===== config.mk =====
export PLATFORM = sky130hd
export DESIGN_NAME = axi4_lite_regbank
export DESIGN_NICKNAME = d
export VERILOG_FILES = /design/src/rtl/axi4_lite_pkg.sv /design/src/rtl/axi4_lite_write_join.sv /design/src/rtl/axi4_lite_regbank.sv
export SDC_FILE = /design/constraint.sdc
export NUM_CORES = 1
export LEC_CHECK = 0
export ABC_AREA = 1
export BUFFER_PORTS_ARGS = -buffer_cell sky130_fd_sc_hd__buf_2
export CAP_MARGIN = 10
export CELL_PAD_IN_SITES_DETAIL_PLACEMENT = 0
export CELL_PAD_IN_SITES_GLOBAL_PLACEMENT = 1
export CORE_ASPECT_RATIO = 0.9
export CORE_MARGIN = 2
export CORE_UTILIZATION = 38
export CTS_BUF_LIST = sky130_fd_sc_hd__clkbuf_4
export CTS_CLUSTER_SIZE = 16
export DETAILED_ROUTE_END_ITERATION = 8
export PLACE_DENSITY_LB_ADDON = 0.1
export SYNTH_ARGS = -nofsm -noshare
export SYNTH_HDL_FRONTEND = slang
export SYNTH_SLANG_ARGS = --single-unit

===== constraint.sdc =====
create_clock -name clk -period 3.8 [get_ports clk]
set_input_delay 0.38 -clock clk [delete_from_list [all_inputs] [get_ports clk]]
set_output_delay 0.38 -clock clk [all_outputs]
set_load 0.005 [all_outputs]

===== src/rtl/axi4_lite_pkg.sv =====
// Shared AXI4-Lite constants and a byte-strobe merge helper used by the
// AXI4-Lite slaves in this block.
package axi4_lite_pkg;

    localparam int AXIL_DATA_WIDTH = 32;
    localparam int AXIL_STRB_WIDTH = 4;

    localparam logic [1:0] RESP_OKAY   = 2'b00;
    localparam logic [1:0] RESP_SLVERR = 2'b10;

    // Merge new data into the old word, one byte lane per strobe bit.
    function automatic logic [AXIL_DATA_WIDTH-1:0] apply_strb(
        input logic [AXIL_DATA_WIDTH-1:0] cur,
        input logic [AXIL_DATA_WIDTH-1:0] nxt,
        input logic [AXIL_STRB_WIDTH-1:0] strb
    );
        logic [AXIL_DATA_WIDTH-1:0] res;
        res = cur;
        for (int k = 0; k < AXIL_STRB_WIDTH; k++) begin
            if (strb[k]) begin
                res[8*k +: 8] = nxt[8*k +: 8];
            end
        end
        return res;
    endfunction

endpackage


===== src/rtl/axi4_lite_write_join.sv =====
// Joins the independent AW and W channels of an AXI4-Lite slave into a single
// write command. Each channel has a one-entry hold; the command is offered
// once both holds are full and retires on cmd_valid && cmd_ready.
module axi4_lite_write_join
    import axi4_lite_pkg::*;
#(
    parameter int ADDR_WIDTH = 4
) (
    input  logic                       clk,
    input  logic                       rst,
    input  logic [ADDR_WIDTH-1:0]      awaddr,
    input  logic                       awvalid,
    output logic                       awready,
    input  logic [AXIL_DATA_WIDTH-1:0] wdata,
    input  logic [AXIL_STRB_WIDTH-1:0] wstrb,
    input  logic                       wvalid,
    output logic                       wready,
    output logic [ADDR_WIDTH-1:0]      cmd_addr,
    output logic [AXIL_DATA_WIDTH-1:0] cmd_data,
    output logic [AXIL_STRB_WIDTH-1:0] cmd_strb,
    output logic                       cmd_valid,
    input  logic                       cmd_ready
);

    logic alive;
    logic aw_full;
    logic w_full;

    // Readies stay low through reset and come up one edge after release.
    assign awready   = alive && !aw_full;
    assign wready    = alive && !w_full;
    assign cmd_valid = aw_full && w_full;

    // Hold registers: a handshake fills a hold, a command retirement empties both.
    // A full hold drops its ready, so fill and retire never hit the same hold.
    always_ff @(posedge clk or negedge rst) begin
        if (!rst) begin
            alive    <= 1'b0;
            aw_full  <= 1'b0;
            w_full   <= 1'b0;
            cmd_addr <= '0;
            cmd_data <= '0;
            cmd_strb <= '0;
        end else begin
            alive <= 1'b1;
            if (cmd_valid && cmd_ready) begin
                aw_full <= 1'b0;
                w_full  <= 1'b0;
            end
            if (awvalid && awready) begin
                aw_full  <= 1'b1;
                cmd_addr <= awaddr;
            end
            if (wvalid && wready) begin
                w_full   <= 1'b1;
                cmd_data <= wdata;
                cmd_strb <= wstrb;
            end
        end
    end

endmodule


===== src/rtl/axi4_lite_regbank.sv =====
// Parametrised AXI4-Lite register bank: NUM_REGS 32-bit registers, each either
// bus-writable or a read-only view of reg_in. Unmapped and read-only writes
// answer SLVERR. Read and write paths are independent.
module axi4_lite_regbank
    import axi4_lite_pkg::*;
#(
    parameter int                       NUM_REGS    = 4,
    parameter int                       ADDR_WIDTH  = 4,
    parameter logic [NUM_REGS-1:0]      RO_MASK     = '0,
    parameter logic [NUM_REGS*32-1:0]   RESET_VALUE = '0
) (
    input  logic                     clk,
    input  logic                     rst,
    input  logic [ADDR_WIDTH-1:0]    awaddr,
    input  logic [2:0]               awprot,
    input  logic                     awvalid,
    output logic                     awready,
    input  logic [31:0]              wdata,
    input  logic [3:0]               wstrb,
    input  logic                     wvalid,
    output logic                     wready,
    output logic [1:0]               bresp,
    output logic                     bvalid,
    input  logic                     bready,
    input  logic [ADDR_WIDTH-1:0]    araddr,
    input  logic [2:0]               arprot,
    input  logic                     arvalid,
    output logic                     arready,
    output logic [31:0]              rdata,
    output logic [1:0]               rresp,
    output logic                     rvalid,
    input  logic                     rready,
    output logic [NUM_REGS*32-1:0]   reg_out,
    input  logic [NUM_REGS*32-1:0]   reg_in,
    output logic [NUM_REGS-1:0]      wr_pulse,
    output logic [NUM_REGS-1:0]      rd_pulse
);

    logic [31:0]           regs [NUM_REGS];
    logic [ADDR_WIDTH-1:0] cmd_addr;
    logic [31:0]           cmd_data;
    logic [3:0]            cmd_strb;
    logic                  cmd_valid;
    logic                  cmd_ready;
    logic                  commit;
    logic [31:0]           w_idx;
    logic [31:0]           r_idx;
    logic [NUM_REGS-1:0]   wr_hit;
    logic [NUM_REGS-1:0]   rd_hit;
    logic                  wr_ok;
    logic                  rd_ok;
    logic [31:0]           rd_word;
    logic                  rd_alive;
    logic                  unused_ok;

    // Protection bits and the byte offset within a word carry no meaning here.
    assign unused_ok = ^{awprot, arprot, cmd_addr[1:0], araddr[1:0]};

    axi4_lite_write_join #(
        .ADDR_WIDTH (ADDR_WIDTH)
    ) u_write_join (
        .clk       (clk),
        .rst       (rst),
        .awaddr    (awaddr),
        .awvalid   (awvalid),
        .awready   (awready),
        .wdata     (wdata),
        .wstrb     (wstrb),
        .wvalid    (wvalid),
        .wready    (wready),
        .cmd_addr  (cmd_addr),
        .cmd_data  (cmd_data),
        .cmd_strb  (cmd_strb),
        .cmd_valid (cmd_valid),
        .cmd_ready (cmd_ready)
    );

    // A commit needs a free B slot: either empty or draining this edge.
    assign cmd_ready = !bvalid || bready;
    assign commit    = cmd_valid && cmd_ready;
    assign w_idx     = 32'(cmd_addr[ADDR_WIDTH-1:2]);
    assign r_idx     = 32'(araddr[ADDR_WIDTH-1:2]);
    assign arready   = rd_alive && (!rvalid || rready);

    // Address decode for both paths; an index with no hit is out of range.
    always_comb begin
        wr_hit  = '0;
        rd_hit  = '0;
        rd_word = '0;
        for (int i = 0; i < NUM_REGS; i++) begin
            if (w_idx == i && !RO_MASK[i]) begin
                wr_hit[i] = 1'b1;
            end
            if (r_idx == i) begin
                rd_hit[i] = 1'b1;
                rd_word   = RO_MASK[i] ? reg_in[32*i +: 32] : regs[i];
            end
        end
        wr_ok = |wr_hit;
        rd_ok = |rd_hit;
    end

    // Export RW register values; read-only slots present zero.
    always_comb begin
        reg_out = '0;
        for (int i = 0; i < NUM_REGS; i++) begin
            if (!RO_MASK[i]) begin
                reg_out[32*i +: 32] = regs[i];
            end
        end
    end

    // Register array: strobed byte update on an OKAY commit.
    always_ff @(posedge clk or negedge rst) begin
        if (!rst) begin
            for (int i = 0; i < NUM_REGS; i++) begin
                regs[i] <= RESET_VALUE[32*i +: 32];
            end
        end else if (commit) begin
            for (int i = 0; i < NUM_REGS; i++) begin
                if (wr_hit[i]) begin
                    regs[i] <= apply_strb(regs[i], cmd_data, cmd_strb);
                end
            end
        end
    end

    // Write response and write pulse; a commit while draining reloads bvalid.
    always_ff @(posedge clk or negedge rst) begin
        if (!rst) begin
            bvalid   <= 1'b0;
            bresp    <= RESP_OKAY;
            wr_pulse <= '0;
        end else begin
            wr_pulse <= '0;
            if (commit) begin
                bvalid <= 1'b1;
                bresp  <= wr_ok ? RESP_OKAY : RESP_SLVERR;
                if (wr_ok) begin
                    wr_pulse <= wr_hit;
                end
            end else if (bready) begin
                bvalid <= 1'b0;
            end
        end
    end

    // Read response: data captured at the AR handshake, pulse on the first rvalid cycle.
    always_ff @(posedge clk or negedge rst) begin
        if (!rst) begin
            rd_alive <= 1'b0;
            rvalid   <= 1'b0;
            rdata    <= '0;
            rresp    <= RESP_OKAY;
            rd_pulse <= '0;
        end else begin
            rd_alive <= 1'b1;
            rd_pulse <= '0;
            if (arvalid && arready) begin
                rvalid   <= 1'b1;
                rdata    <= rd_ok ? rd_word : 32'h0;
                rresp    <= rd_ok ? RESP_OKAY : RESP_SLVERR;
                rd_pulse <= rd_hit;
            end else if (rready) begin
                rvalid <= 1'b0;
            end
        end
    end

endmodule


==> out/results.txt, run 1 <==
Yosys reg bits -> 213
ANT nets after route -> 0
Seq/Total Area, Yosys -> 0.604
Starting Density -> 0.390
share of cells above drive strength 1 -> 0.237
HP Class -> primary input to flop
DR vias/cell -> 4.75
GPL Wtd Cong -> 0.749
max cap viols -> 0
kind of critical path -> flop to flop
CTS Sinks -> 213
Num CTS Buffers -> 57
netlist area before placement -> 8830 sq um
sequential share of power -> 0.479
Post-synth EDFFs -> 0
IO Port Bufs -> 221
CTS tree -> yes
largest net degree at the start of global routing -> 124
Tcrit/Tclk final -> 0.585
chip height -> 149 microns
Vias -> 7853
gr usage total -> 0.233
Detailed Route WL -> 28.3 mm
synth cell count leaders -> nand2_1, dfrtp_1, o21ai_0
RSZ-0062 raised after global routing -> false
DRC viols -> 0
Sw Ratio -> 0.370
CP Max Fanout -> 16
area of the core -> 22600 sq um
Avg WL per Cell -> 17.1 microns
final hold viol count -> 0
ranking of synthesized cells by area -> dfrtp_1, nand2_1, o21ai_0, nand3_1, nor2_1
Synth warnings -> 0
final setup skew -> 0.0247 ns
post-synth cell types -> 18
Tightest Pin Transition -> 0.996 ns
area grow syn2layout -> 27.5%
Worst path top cell family by delay -> compound AO/OA/AOI/OAI gates
fmax -> 450 MHz
Setup crit start kind -> flop
crit-path cells -> nand2_1 > a21oi_2 > nand3_1 > o21ai_0
fin nets -> 1514
Max Slew Vio Count -> 0
GRT met1 Usage -> 0.332
CP Data Required Time -> 4.33 ns
Clock Path Buffers -> 3
die area -> 24500 sq um
Synth async-reset ratio -> 1.00
cell count after synthesis -> 1045
H-tree Lvls -> 2
M2 GR Usage -> 0.353
maximum vdd ir drop -> 0.000263 V
GR Layer Usage met3 -> 0.0613
internal power -> 5.13 mW
clock root cell -> clkbuf_4
Leak -> 6.24 nW
Die Wd -> 165 microns
pwr dens -> 722 nW/um^2
Reg clk slew, reported paths -> 0.06 ns
slew margin rel. -> 0.336
TNS Setup -> 0 ns
vias in the first global route -> 7694
DRT iter0 DRCs -> 495
top-count cell post-synth -> nand2_1
Clock Power Share -> 0.230
clk_lat worst skew -> 0.65 ns
first-pass GRT wire length -> 43.5 mm
CP Buf/Inv Count -> 0
PostCTS Resize Cnt -> 0
Rows -> 52
layer with the highest usage -> met2
Yosys top cell by area -> dfrtp_1
crit end category -> flop
crit path time final -> 2.22 ns
Detailed Routing Iterations Pass 1 -> 4
syn avg cell area -> 8.45 sq um
Final HPWL DP -> 17.9 mm
initial antenna violation count -> 1
Remaining Overflow, GRT -> 0
Worst path slowest cell -> nand3_1
total power -> 8.13 mW
post-synth top area share -> 0.604
Main synth FF type -> dfrtp_1
setup violators final -> 0
slowest cell delay on critical path -> 0.74 ns
Worst Path Arrival -> 2.75 ns
Psw -> 3.01 mW
logic gate share of total power -> 0.290
Ports -> 362
fillers -> 2339
outcome -> complete, no violations
final timing paths:
check	start	to	slack, ns	depth (start not counted)
min	awvalid	u_write_join.aw_full	0.07	3
min reg2reg	rresp[1]	rresp[1]	0.46	2
max reg2reg	u_write_join.w_full	reg_out[51]	1.58	4
max	u_write_join.w_full	reg_out[51]	1.58	4
max in group asynchronous	rst	reg_out[65]	2.47	3
min in group asynchronous	rst	reg_out[52]	0.39	2
layout make-up:
class                   instances  area (sq um)  area share
repair buffers                272          1610       0.143
inverters                      73           274      0.0243
clock inverters                 4          15.0     0.00133
clock buffers                  83           623      0.0553
diodes                          1          2.50    0.000222
flip-flops and latches        213          5330       0.473
multi-input cells             712          3030       0.269
well taps                     297           372      0.0330
sequential cells by signal, indices dropped and copies added (netlist names):
name / flops
reg_out: 128
rdata: 32
u_write_join.cmd_data: 32
rd_pulse: 4
u_write_join.cmd_strb: 4
wr_pulse: 4
u_write_join.cmd_addr: 2
bresp: 1
bvalid: 1
rresp: 1
rvalid: 1
u_write_join.alive: 1
u_write_join.aw_full: 1
u_write_join.w_full: 1
cell usage in the layout (no fill, tap or decap), drive strengths merged, types with 6 or more instances in the layout:
cell	netlist	final
nand2	351	351
buf	27	231
dfrtp	213	213
o21ai	113	113
nor2	111	111
nand3	88	88
clkbuf	21	83
inv	73	73
dlygate4sd3	0	41
a21oi	36	36
nand4	6	6
power by group through the flow:
stage,logic (mW),registers [mW],clock network (mW)
final,2.36,3.90,1.87
after global routing,2.74,4.03,2.05
after CTS,2.40,3.90,1.92
after detailed placement,2.36,3.94,0
after global placement,2.32,3.93,0
after floorplan,1.21,3.79,0
logic make-up (layout without fill, tap and decap cells):
kind of cell    count (synthesis)  after routing  share of synthesized area
simple gates                  560            560                      0.254
flops                         213            213                      0.604
compound gates                149            149                     0.0849
buf+inv                       121            432                     0.0567
other cells                     2              4                   0.000851
repair_timing:
| item | CTS | global route |
|---|---|---|
| hold buffers | 41 | 0 |
| setup buffers | 0 | 0 |
| hold endpoints to repair | 160 | 0 |
| setup endpoints to repair | 0 | 0 |
layer usage:
layer | up-vias | share of wire
met5 | - | 0
li1 | 3908 | -
met3 | 38 | 0.076
met4 | 0 | 0.016
met1 | 3642 | 0.47
met2 | 265 | 0.44
stage by stage:
stage	hold WS (ns)	area, sq um	std cells	utilization	setup slack (ns)
6_report	0.0740	11300	1655	0.497	1.58
5_1_grt	0.0489	11300	1655	0.497	1.39
4_1_cts	0.0245	11300	1654	0.497	1.63
3_5_place_dp	0.454	10200	1526	0.451	1.48
3_3_place_gp	0.445	10200	1526	0.451	1.50
2_1_floorplan	0.0844	8830	1046	-	2.39
worst min-delay path, stage by stage:
cell	delay, ns
buf_2	0.08
nand2_1	0.12
nand2_1	0.09
Note: power is estimated with default switching activity, not from simulation.
==> run 2: changes to the inputs <==
--- a/config.mk
+++ b/config.mk
@@ -12,7 +12,7 @@
 export CELL_PAD_IN_SITES_GLOBAL_PLACEMENT = 1
 export CORE_ASPECT_RATIO = 0.9
 export CORE_MARGIN = 2
-export CORE_UTILIZATION = 38
+export CORE_UTILIZATION = 32
 export CTS_BUF_LIST = sky130_fd_sc_hd__clkbuf_4
 export CTS_CLUSTER_SIZE = 16
 export DETAILED_ROUTE_END_ITERATION = 8
==> constraint.sdc (replaced) <==
create_clock -name clk -period 1.98 [get_ports clk]
set_input_delay 0.198 -clock clk [delete_from_list [all_inputs] [get_ports clk]]
set_output_delay 0.198 -clock clk [all_outputs]
set_load 0.005 [all_outputs]
==> run 2 against run 1 <==
First-iteration DRC count fell by 17%. Die area increased by 18%. Via count is 2.8% higher. Register-to-register slack got worse by 1.4 ns. Count of clock-buffer cells in the layout up 6. Hold slack gained 0.012 ns. Flip-flop and latch count stayed put. Cell count is 6.6% higher. Largest cell class unchanged. Highest routed layer unchanged.
==> out/results.txt, run 2 (same netlist as run 1, synthesis figures left out) <==
setup violators final -> 0 (unchanged)
Setup crit start kind -> flop
slew margin rel. -> 0.511 (+0.176)
RSZ-0062 raised after global routing -> false
internal power -> 10.1 mW (+98%)
first-pass GRT wire length -> 45.9 mm (+5.6%)
gr usage total -> 0.209 (-0.0246)
fin nets -> 1558 (+2.9%)
HP Class -> primary input to flop
ANT nets after route -> 0 (unchanged)
most common cell after layout, fill and taps aside -> nand2_1
fmax -> 547 MHz
Tightest Pin Transition -> 0.733 ns (-0.263 ns)
Vias -> 8072 (+2.8%)
final hold viol count -> 0 (unchanged)
Avg WL per Cell -> 16.9 microns (-1.5%)
final worst slack -> 0.152 ns (-1.42 ns)
largest net degree at the start of global routing -> 52 (-58%)
logic gate share of total power -> 0.297 (+0.007)
Hold WS -> 0.0858 ns (+0.0118 ns)
H-tree Lvls -> 2 (unchanged)
share of cells above drive strength 1 -> 0.256 (+0.0189)
CTS Sinks -> 213 (unchanged)
Worst Path Arrival -> 1.63 ns (-1.12 ns)
Detailed Routing Iterations Pass 1 -> 5 (+1)
chip height -> 162 microns (+8.7%)
Remaining Overflow, GRT -> 0 (unchanged)
Starting Density -> 0.327 (-0.0633)
Sw Ratio -> 0.368 (-0.00130)
Clock Path Buffers -> 3 (unchanged)
TNS Setup -> 0 ns (unchanged)
initial antenna violation count -> 2 (+1)
final setup skew -> 0.0239 ns (-0.000749 ns)
Tcrit/Tclk final -> 0.923
pwr dens -> 1360 nW/um^2 (+89%)
Leak -> 6.47 nW (+3.7%)
max cap viols -> 0 (unchanged)
Detailed Route WL -> 29.8 mm (+5.0%)
clk_lat worst skew -> 0.68 ns (+0.03 ns)
Reg clk slew, reported paths -> 0.07 ns (about the same)
Design Area, Final -> 11800 sq um (+4.6%)
Final HPWL DP -> 19.8 mm (+10%)
Clock Power Share -> 0.238 (+0.008)
Rows -> 57 (+9.6%)
CP Max Fanout -> 5 (-11)
highest-count cells in the layout ignoring fill and taps -> nand2_1, buf_2, dfrtp_1, o21ai_0, nor2_1
DRT iter0 DRCs -> 409 (-17%)
Psw -> 5.91 mW (+97%)
DRC viols -> 0 (unchanged)
kind of critical path -> flop to output pin
area grow syn2layout -> 33.4%
GPL Wtd Cong -> 0.756 (+0.85%)
Max Slew Vio Count -> 0 (unchanged)
die area -> 28900 sq um (+18%)
CP Data Required Time -> 1.78 ns (-2.55 ns)
crit end category -> output pin
sequential share of power -> 0.464 (-0.015)
pre-CTS setup slack -> 0.199 ns (-1.28 ns)
Num CTS Buffers -> 59 (+3.5%)
outcome -> complete, no violations
# placed instances -> 1613 (+5.7%)
clock root cell -> clkbuf_4
DR vias/cell -> 4.58 (-3.6%)
Non-Filler Instances -> 1764 (+6.6%)
vias in the first global route -> 7887 (+2.5%)
crit path time final -> 1.83 ns
max FFs per register -> 128 (unchanged)
Ports -> 362 (unchanged)
Placed Instance Area -> 10500 sq um (+3.3%)
IO Port Bufs -> 221 (unchanged)
Die Wd -> 179 microns (+8.8%)
CTS tree -> yes
area of the core -> 27000 sq um (+19%)
maximum vdd ir drop -> 0.000475 V (+80%)
==> run 2: cell types whose count changed in the layout (fill, tap and decap cells not counted), sizes merged <==
cell / previous run / this run
clkbuf: 83 / 89
buf: 231 / 263
clkinv: 4 / 8
dlygate4sd3: 41 / 51
==> run 2: path summary, 6_finish.rpt <==
| check | cells past startpoint | slack [ns] | to | start |
|---|---|---|---|---|
| hold reg to reg | 2 | 0.46 | rresp[1] | rresp[1] |
| hold / removal | 5 | 0.09 | rdata[31] | araddr[3] |
| setup reg to reg | 6 | 0.21 | u_write_join.cmd_addr[2] | u_write_join.alive |
| setup / recovery | 4 | 0.15 | arready | u_write_join.alive |
| max in group asynchronous | 4 | 0.24 | reg_out[19] | rst |
| min in group asynchronous | 3 | 0.55 | u_write_join.cmd_data[20] | rst |
==> run 2: power groups by stage <==
stage          Sequential [mW]  Clock [mW]  Combinational (mW)
2_1_floorplan             7.27           0                2.32
3_3_place_gp              7.53           0                4.69
3_5_place_dp              7.53           0                4.76
4_1_cts                   7.47        3.98                4.85
5_1_grt                   7.71        4.21                5.51
6_report                  7.45        3.83                4.77
==> run 2: layer usage <==
layer	vias to the layer above	wire length, microns	global-route usage
met1	3815	14300	0.298
met4	0	578	0.0601
met2	216	13300	0.323
li1	3995	-	-
met5	-	0	0
met3	46	1590	0.0400
==> run 2: layout make-up <==
| type | instances | area [sq um] |
|---|---|---|
| Antenna cell | 1 | 2.50 |
| Clock buffer | 89 | 668 |
| Clock inverter | 8 | 30.0 |
| Fill cell | 2857 | 15300 |
| Inverter | 73 | 274 |
| Multi-Input combinational cell | 712 | 3030 |
| Sequential cell | 213 | 5330 |
| Tap cell | 354 | 443 |
| Timing Repair Buffer | 314 | 2000 |
==> run 2: timing repair <==
item / CTS / global route
buffers inserted: 0 / 2
resized for setup: 1 / 0
hold buffers: 51 / 0
hold endpoints to repair: 260 / 0
pin swaps: 0 / 1
setup endpoints to repair: 1 / 6
==> run 2: through the flow <==
stage           util  power (mW)
5_1_grt        0.436        17.4
4_1_cts        0.435        16.3
6_report       0.436        16.0
3_3_place_gp   0.390        12.2
3_5_place_dp   0.390        12.3
2_1_floorplan      -        9.59
==> run 2: critical path: stages (launching register included) <==
cell	delay, ns
dfrtp_1	0.36
inv_1	0.10
a21oi_2	0.20
buf_4	0.19
buf_2	0.12
